File: src/rtl/enc_home_ctrl.sv
// Homing sequencer for one quadrature encoder axis: seeks the index pulse,
// captures the pre-home count, then holds the decoder clear while the axis settles.
module enc_home_ctrl #(
    parameter int COUNT_SIZE     = 11,
    parameter int TIMEOUT_W      = 32,
    parameter int TIMEOUT_CYCLES = 50000000,
    parameter int SETTLE_CYCLES  = 1000
) (
    input  logic                  sclk,
    input  logic                  rst,
    input  logic                  start,
    input  logic                  abort,
    input  logic                  dir_cfg,
    input  logic                  enc_i,
    input  logic [COUNT_SIZE-1:0] count,
    output logic                  home,
    output logic                  seek_en,
    output logic                  seek_dir,
    output logic [COUNT_SIZE-1:0] offset,
    output logic                  busy,
    output logic                  done,
    output logic                  homed,
    output logic                  fault
);

    localparam int SETTLE_W = $clog2(SETTLE_CYCLES + 1);
    localparam logic [TIMEOUT_W-1:0] TIMEOUT_LAST = TIMEOUT_W'(TIMEOUT_CYCLES - 1);
    localparam logic [SETTLE_W-1:0]  SETTLE_LAST  = SETTLE_W'(SETTLE_CYCLES - 1);

    typedef enum logic [2:0] {
        ST_IDLE   = 3'd0,
        ST_SEEK   = 3'd1,
        ST_ZERO   = 3'd2,
        ST_SETTLE = 3'd3,
        ST_DONE   = 3'd4,
        ST_FAULT  = 3'd5
    } state_t;

    state_t                  state, state_nxt;
    logic [TIMEOUT_W-1:0]    timer, timer_nxt;
    logic [SETTLE_W-1:0]     settle_cnt, settle_nxt;
    logic [COUNT_SIZE-1:0]   offset_nxt;
    logic                    seek_dir_nxt, homed_nxt, fault_nxt;
    logic                    seek_en_nxt, home_nxt, busy_nxt, done_nxt;

    logic idx_p0, idx_p1, idx_p2;
    logic idx_rise;

    // Index stage: p0/p1 synchronise the asynchronous pin, p2 holds history for edge detect
    always_ff @(posedge sclk or posedge rst) begin
        if (rst) begin
            idx_p0 <= 1'b0;
            idx_p1 <= 1'b0;
            idx_p2 <= 1'b0;
        end else begin
            idx_p0 <= enc_i;
            idx_p1 <= idx_p0;
            idx_p2 <= idx_p1;
        end
    end

    assign idx_rise = idx_p1 & ~idx_p2;

    always_comb begin
        state_nxt    = state;
        timer_nxt    = timer;
        settle_nxt   = settle_cnt;
        offset_nxt   = offset;
        seek_dir_nxt = seek_dir;
        homed_nxt    = homed;
        fault_nxt    = fault;

        case (state)
            ST_IDLE: begin
                if (start && !abort) begin
                    state_nxt    = ST_SEEK;
                    seek_dir_nxt = dir_cfg;
                    timer_nxt    = '0;
                    homed_nxt    = 1'b0;
                    fault_nxt    = 1'b0;
                end
            end
            ST_SEEK: begin
                if (abort) begin
                    state_nxt = ST_IDLE;
                end else if (idx_rise) begin
                    offset_nxt = count;
                    state_nxt  = ST_ZERO;
                end else if (timer == TIMEOUT_LAST) begin
                    fault_nxt = 1'b1;
                    state_nxt = ST_FAULT;
                end else begin
                    timer_nxt = timer + TIMEOUT_W'(1);
                end
            end
            ST_ZERO: begin
                if (abort) begin
                    state_nxt = ST_IDLE;
                end else begin
                    settle_nxt = '0;
                    state_nxt  = ST_SETTLE;
                end
            end
            ST_SETTLE: begin
                if (abort) begin
                    state_nxt = ST_IDLE;
                end else if (settle_cnt == SETTLE_LAST) begin
                    homed_nxt = 1'b1;
                    state_nxt = ST_DONE;
                end else begin
                    settle_nxt = settle_cnt + SETTLE_W'(1);
                end
            end
            ST_DONE: begin
                state_nxt = ST_IDLE;
            end
            ST_FAULT: begin
                // Abort takes priority over a retry issued in the same cycle
                if (abort) begin
                    fault_nxt = 1'b0;
                    state_nxt = ST_IDLE;
                end else if (start) begin
                    state_nxt    = ST_SEEK;
                    seek_dir_nxt = dir_cfg;
                    timer_nxt    = '0;
                    homed_nxt    = 1'b0;
                    fault_nxt    = 1'b0;
                end
            end
            default: begin
                state_nxt = ST_IDLE;
            end
        endcase

        seek_en_nxt = (state_nxt == ST_SEEK);
        home_nxt    = (state_nxt == ST_ZERO) || (state_nxt == ST_SETTLE);
        busy_nxt    = (state_nxt == ST_SEEK) || (state_nxt == ST_ZERO) ||
                      (state_nxt == ST_SETTLE);
        done_nxt    = (state_nxt == ST_DONE);
    end

    // Control stage: state, counters and outputs register together so outputs track state
    always_ff @(posedge sclk or posedge rst) begin
        if (rst) begin
            state      <= ST_IDLE;
            timer      <= '0;
            settle_cnt <= '0;
            offset     <= '0;
            seek_dir   <= 1'b0;
            homed      <= 1'b0;
            fault      <= 1'b0;
            seek_en    <= 1'b0;
            home       <= 1'b0;
            busy       <= 1'b0;
            done       <= 1'b0;
        end else begin
            state      <= state_nxt;
            timer      <= timer_nxt;
            settle_cnt <= settle_nxt;
            offset     <= offset_nxt;
            seek_dir   <= seek_dir_nxt;
            homed      <= homed_nxt;
            fault      <= fault_nxt;
            seek_en    <= seek_en_nxt;
            home       <= home_nxt;
            busy       <= busy_nxt;
            done       <= done_nxt;
        end
    end

endmodule

File: config.mk
export PLATFORM = sky130hd
export DESIGN_NAME = enc_home_ctrl
export DESIGN_NICKNAME = d
export VERILOG_FILES = /design/src/rtl/enc_home_ctrl.sv
export SDC_FILE = /design/constraint.sdc
export NUM_CORES = 1
export LEC_CHECK = 0
export CAP_MARGIN = 20
export CORE_MARGIN = 1
export CORE_UTILIZATION = 45
export CTS_CLUSTER_DIAMETER = 30
export CTS_CLUSTER_SIZE = 24
export DETAILED_ROUTE_END_ITERATION = 10
export DONT_BUFFER_PORTS = 1
export PLACE_DENSITY = 0.66
export SLEW_MARGIN = 20
export SYNTH_ARGS = -nofsm -noshare
export SYNTH_HDL_FRONTEND = slang
export SYNTH_SLANG_ARGS = --single-unit
File: constraint.sdc
create_clock -name sclk -period 2.2 [get_ports sclk]
set_clock_uncertainty 0.2 [all_clocks]
set_input_delay 0.44 -clock sclk [delete_from_list [all_inputs] [get_ports sclk]]
set_output_delay 0.44 -clock sclk [all_outputs]
set_load 0.005 [all_outputs]
==> impl_results.md, run 1 <==
- P_leak: ~0.0017 uW
- VDD IR max: about 0.48 mV
- Flop and latch count out of synthesis: 66
- Layout cells sized above 1: about a fifth
- DRT Wirelength: 6521 um
- Cell Area, Synth: between 0.003 and 0.004 mm^2
- Synth Area in Adders: less than 1%
- CP Max Fanout: 6
- Largest net degree at the start of global routing: 67
- Largest family of logic cells by synthesized area: simple AND/OR/NAND/NOR gates
- Final setup fails: 0
- CTS max path bufs: 2
- Detailed Place HPWL: between 4000 and 5000 um
- CP Capture Type: flip-flop
- WL/cell: roughly 14 um
- Synth Area in Simple Gates: around a quarter
- Grt total ovfl: 0
- Routability Congestion: ~0.81
- Total vias in the final route: about 2500
- Port Buf Inserts: 0
- H-tree levels: 3
- Register area share after synthesis: around 51%
- Period utilization: about 100%
- Die width: between 80 and 90 um
- Fill cell count: roughly 630
- Post-synth EDFFs: 0
- Antenna cells: 0
- CP required: roughly 2.3 ns
- Tot GR Track Use: approximately a fifth
- Initial Util: roughly 47%
- Worst EP arrival: between 2 and 2.5 ns
- Type of origin of the critical path: flip-flop
- DRC violation total after the first TritonRoute iteration: between 100 and 150
- PwrDens: slightly below 700 mW/mm^2
- Die area: 0.007579 mm^2
- Layout area overhead: 17.14%
- Final slew viol count: 0
- Max Clk Rate: around 0.46 GHz
- Synth cell types: 45
- Unrepaired setup endpoints after global routing: yes
- Post-synthesis xor/xnor area fraction: 5.380%
- Die Height: about 87 um
- # clock sinks: 66
- CTS Buf Count: 9
- Worst Tran Pin Value: about 0.47 ns
- Clock Latency Late Sink: between 0.3 and 0.4 ns
- Final antenna-violating net count: 0
- Cell row count: 30
- Max_slew headroom: 68.33%
- Synthesized area per cell: roughly 9.8 um^2
- Antenna violations before repair: 0
- Fin nets: roughly 380
- Crit Path Class: reg2reg
- Global-route wire length before repair: ~11000 um
- Cell total after placement: between 400 and 500
- MaxCap Viol Count: 0
- Vias in the first global route: approximately 2500
- FFs w/ async S/R, synth: 100.0%
- DRT Pass-1 Iters: 4
- Min Clock Period, post-route: roughly 2.2 ns
- Remaining DRCs: 0
- Worst hold path type: in2reg
- Yosys warns: 0
- I/O pin count: 35
- Core area: 0.006907 mm^2
- Top FF cell, synth: dfrtp_1
- Post-layout util: between 50% and 60%
- Syn Inst Count: around 330
- Synthesized net count: ~350
- CTS tree: built
- Post-Layout Cell Count: 464
- Mux contribution to synthesized area: 4.112%
- Via density: 5.455
- Post-synthesis compound-gate area fraction: between 10 and 15%
- Post-CTS Setup Bufs: 0
- Final hold vios: 0
- Root Buffer: clkbuf_8
- Clk slew on worst S/H paths: roughly 0.08 ns
- Status: complete, no violations
cells by family after synthesis:
group / after synthesis
and+or+nand+nor: 156
muxes: 12
DFF: 66
adders and majority gates: 2
xor gates and xnor gates: 20
AOI/OAI and AO/OA: 54
buffers and inverters: 22
sequential cells by signal, summed over array words and instances (netlist names), 3 cells and up:
signal      flops
timer          32
offset         11
settle_cnt     10
state           3
worst paths after layout:
check	from	endpoint	slack, ns	depth (start not counted)
max	state[2]$_DFF_PP0_	timer[29]$_DFFE_PP0P_	0.02	5
min in group asynchronous	rst	timer[11]$_DFFE_PP0P_	0.47	3
min	count[6]	offset[6]$_DFFE_PP0P_	0.03	1
max in group asynchronous	rst	timer[19]$_DFFE_PP0P_	1.04	3
min reg2reg	idx_p0$_DFF_PP0_	idx_p1$_DFF_PP0_	0.14	0
max reg2reg	state[2]$_DFF_PP0_	timer[29]$_DFFE_PP0P_	0.02	5
cell usage after synthesis, drive strengths merged, types with 2 or more instances:
| master | n | area share, % |
|---|---|---|
| buf | 4 | 1.1 |
| nor3 | 6 | 0.92 |
| or3b | 2 | 0.54 |
| dfrtp | 66 | 51 |
| a21o | 2 | 0.46 |
| inv | 8 | 0.92 |
| or2 | 5 | 0.96 |
| and4 | 3 | 0.81 |
| o21ai | 22 | 3.4 |
| and3 | 5 | 0.96 |
| mux2 | 11 | 3.8 |
| nor2 | 33 | 3.8 |
| nand4 | 27 | 5.2 |
| nor3b | 3 | 0.69 |
| xor2 | 17 | 4.6 |
| nor2b | 2 | 0.38 |
| nand2 | 26 | 3.0 |
| nor4 | 4 | 0.77 |
| nand3 | 14 | 2.2 |
| clkbuf | 10 | 1.2 |
| xnor2 | 3 | 0.81 |
| a22o | 2 | 0.54 |
| ha | 2 | 0.77 |
| a21oi | 19 | 2.9 |
| or3 | 17 | 3.3 |
| nand2b | 3 | 0.58 |
critical path, cell delays in order (launching register included):
cell and delay (ns):
dfrtp_1 0.38, or4b_4 0.54, o22ai_4 0.19, nand4_1 0.23, or3_1 0.41, a21oi_1 0.15
layer usage:
layer  vias to the layer above  GRT usage [%]  share of wire (%)
met1                      1206          25.14                 47
met5                         -              0                  0
met2                        56          30.85                 47
li1                       1260              -                  -
met3                         9          4.171                4.2
met4                         0          9.394                1.4
layout make-up:
class	instances	area, um^2	area share [%]
tap	96	120.1	3.150
timing repair buffer	34	290.3	7.612
inverter	8	33.78	0.8858
clock buffer	9	123.9	3.248
multi-input combinational	244	1518	39.80
sequential	66	1652	43.31
clock inverter	7	76.32	2.001
cell usage in the layout (no fill, tap or decap), types with 7 or more instances in the layout:
cell       n
dfrtp_1   66
nand2_1   26
buf_4     28
nand3_1   14
nand4_1   27
o21ai_0   22
clkbuf_8   9
or3_1     17
nor2_1    32
inv_1      7
xor2_1    17
mux2_2    11
a21oi_1   19
stage by stage:
stage	power (uW)	setup slack [ns]	hold WS, ns	area (um^2)	TNS, ns
3_5_place_dp	1647	-0.03565	0.1363	3562	-0.1123
5_1_grt	2773	-0.1069	0.02355	3814	-1.262
3_3_place_gp	1636	0.008759	0.1325	3562	0
6_report	2654	0.02136	0.03380	3814	0
2_1_floorplan	1564	0.006577	0.1312	3262	0
4_1_cts	2685	0.01450	0.02507	3805	0
power by group:
group	internal, uW	leakage [uW]	total, uW	switching (uW)
clock network	530	0.0000962	1030	498
registers	1310	0.000886	1380	72.5
logic	124	0.000671	245	121
timing repair:
item / CTS / global route
pin swaps: 2 / 1
endpoints found under the hold margin: 69 / 0
resized for setup: 1 / 2
setup endpoints to repair: 3 / 24
hold buffers: 4 / 0
(Power assumes the default switching activity.)
==> inputs of run 2 (changes only) <==
- CORE_ASPECT_RATIO: default -> 1.1
- MAX_ROUTING_LAYER: default -> met4
- clock period: 2.2 -> 1.8 ns (I/O delays scaled with it)
==> run 2 against run 1 <==
The flow now finishes with violations (setup timing). Clock power rose by 31%. Flip-flop and latch count did not move. Final cell count rose by 14%. Non-clock buffer count rose by 77. Register-to-register slack got worse by 0.50 ns. Wire length rose by 33%. Largest cell class is now multi-input combinational cells.
==> impl_results.md, run 2 (synthesized netlist as in run 1, its figures left out) <==
- Worst hold path type: in2reg
- H-tree levels: 3 (unchanged)
- Die area: 0.007580 mm^2 (about the same)
- Root Buffer: clkbuf_8
- HP Start: abort
- Max Clk Rate: 0.4381 GHz (-4.6%)
- Hold Path Depth: 2 (+1)
- Worst reg-to-reg path cell count: 7 (+2)
- Number of flip-flops in the largest register: 32 (unchanged)
- I/O pin count: 35 (unchanged)
- Total vias in the final route: 2984 (+18%)
- Most frequent CP cell: buf_6
- Remaining DRCs: 0 (unchanged)
- Failing checks: setup timing
- PwrDens: 738.3 mW/mm^2 (+6.1%)
- CTS Buf Count: 9 (unchanged)
- Global-route wire length before repair: 13990 um (+24%)
- Type of origin of the critical path: flip-flop
- Critical R2R Capture: timer[10]$_DFFE_PP0P_
- Register bank with the most flops: timer
- Period utilization: 126.8% (+28 points)
- Vias in the first global route: 3078 (+21%)
- Worst setup margin: -0.4828 ns (-0.5041 ns)
- Register-to-register setup slack: -0.48 ns (-0.50 ns)
- Die width: 83.10 um (-4.5%)
- CP Capture Type: flip-flop
- MaxCap Viol Count: 0 (unchanged)
- Most common cell after layout, fill and taps aside: buf_4
- Tot GR Track Use: 24.08% (+4.7 points)
- Worst EP arrival: 2.37 ns (+0.12 ns)
- Worst path bufs/invs: 2 (+2)
- CP Max Fanout: 6 (unchanged)
- Biggest regs: timer: 32 flops, offset: 11 flops, settle_cnt: 10 flops
- VDD IR max: 0.6080 mV (+28%)
- Place WS: -0.3591 ns (-0.3235 ns)
- Routability Congestion: 0.8693 (+7.4%)
- Final antenna-violating net count: 0 (unchanged)
- Final slew viol count: 0 (unchanged)
- Antenna cells: 0 (unchanged)
- Antenna violations before repair: 0 (unchanged)
- Min Clock Period, post-route: 2.283 ns (+0.1041 ns)
- CTS max path bufs: 2 (unchanged)
- Clock Latency Late Sink: 0.37 ns (+0.02 ns)
- WL/cell: 16.36 um (+16%)
- Die Height: 91.21 um (+4.8%)
- Fin nets: 460 (+20%)
- Most frequent cells in the layout: 81 x buf_4, 66 x dfrtp_1, 31 x nor2_1
- Crit path cell chain: or4b_4, o22ai_4, buf_6, buf_6, nand3_4, or3_4, a21oi_2
- Final setup fails: 51 (+51)
- Unrepaired setup endpoints after global routing: yes
- Clk slew on worst S/H paths: 0.08 ns (about the same)
- Layout area overhead: 44.81%
- Via density: 5.620 (+3.0%)
- Post-Layout Cell Count: 531 (+14%)
- Initial Util: 46.46% (-0.67 points)
- Detailed Place HPWL: 5419 um (+20%)
- Cell row count: 32 (+6.7%)
- Worst Tran Pin Value: 0.5476 ns (+0.07692 ns)
- Max_slew headroom: 63.42% (-4.9 points)
- Final hold vios: 0 (unchanged)
- DRT Pass-1 Iters: 4 (unchanged)
- DRC violation total after the first TritonRoute iteration: 186 (+66%)
- Largest net degree at the start of global routing: 26 (-61%)
- Status: finished with violations
- CP peak stage delay: 0.55 ns (about the same)
- Cell total after placement: 486 (+9.5%)
- Critical-path top delay cell: or4b_4
- DRT Wirelength: 8689 um (+33%)
- CTS tree: built
- Layout cells sized above 1: 39.91% (+20 points)
- CP required: 1.89 ns (-0.38 ns)
- Crit Path Class: reg2reg
- Core area: 0.007007 mm^2 (+1.4%)
- # clock sinks: 66 (unchanged)
- Grt total ovfl: 0 (unchanged)
- P_leak: 0.002136 uW (+29%)
- Port Buf Inserts: 0 (unchanged)
- Hold Path End: state[2]$_DFF_PP0_
- Worst reg2reg startpoint: state[2]$_DFF_PP0_
- Critical path's top delay family: simple AND/OR/NAND/NOR gates
run 2: report_power, final:
part	internal (uW)	leakage [uW]	switching, uW
Sequential	1600	0.000886	84.9
Clock	666	0.000104	681
Combinational	242	0.00115	210
Total	2510	0.00214	975
run 2: worst max-delay path by stage:
stage,slack [ns],start,cells after the start,endpoint
2_1_floorplan,-0.30,state[1]$_DFF_PP0_,7,timer[5]$_DFFE_PP0P_
3_3_place_gp,-0.32,abort,6,timer[31]$_DFFE_PP0P_
3_5_place_dp,-0.36,abort,6,timer[3]$_DFFE_PP0P_
4_1_cts,-0.37,state[2]$_DFF_PP0_,6,timer[3]$_DFFE_PP0P_
5_1_grt,-0.51,state[2]$_DFF_PP0_,7,timer[4]$_DFFE_PP0P_
6_report,-0.48,state[2]$_DFF_PP0_,7,timer[10]$_DFFE_PP0P_
run 2: repair_timing:
action / CTS / global route
hold buffers: 15 / 0
gates cloned: 1 / 0
pin swaps: 9 / 24
gates resized for setup: 8 / 50
buffers inserted: 5 / 9
setup endpoints to repair: 52 / 56
endpoints found under the hold margin: 34 / 0
run 2: per-stage QoR:
step / power [uW] / setup TNS [ns] / util (%) / hold slack (ns) / area, um^2
2_1_floorplan: 1921 / -9.302 / - / 0.1312 / 3349
3_3_place_gp: 2034 / -10.28 / 57.43 / 0.1095 / 4024
3_5_place_dp: 2053 / -11.44 / 57.43 / 0.1131 / 4024
4_1_cts: 3443 / -12.70 / 63.57 / 0.05748 / 4454
5_1_grt: 3613 / -19.71 / 67.29 / 0.07531 / 4715
6_report: 3481 / -17.42 / 67.29 / 0.07643 / 4715
run 2: routing by layer:
layer	track usage, %	vias to the layer above	routed length [um]
met2	41.33	72	4663
li1	-	1414	-
met1	27.54	1484	3542
met3	4.182	14	315
met5	-	-	0
met4	10.92	0	167
run 2: area by class of cell:
class                           instances  area [um^2]
Inverter                                8        33.78
Clock inverter                          7        82.58
Sequential cell                        66         1652
Multi-Input combinational cell        245         1745
Timing Repair Buffer                  111        970.9
Fill cell                             489         2292
Tap cell                               85        106.4
Clock buffer                            9        123.9
run 2: worst reg2reg max path, delay by kind of cell (launching register included):
kind / cells / cell delay (ns)
simple gates: 3 / 1.00
buf+inv: 2 / 0.26
flops: 1 / 0.39
compound gates: 2 / 0.35
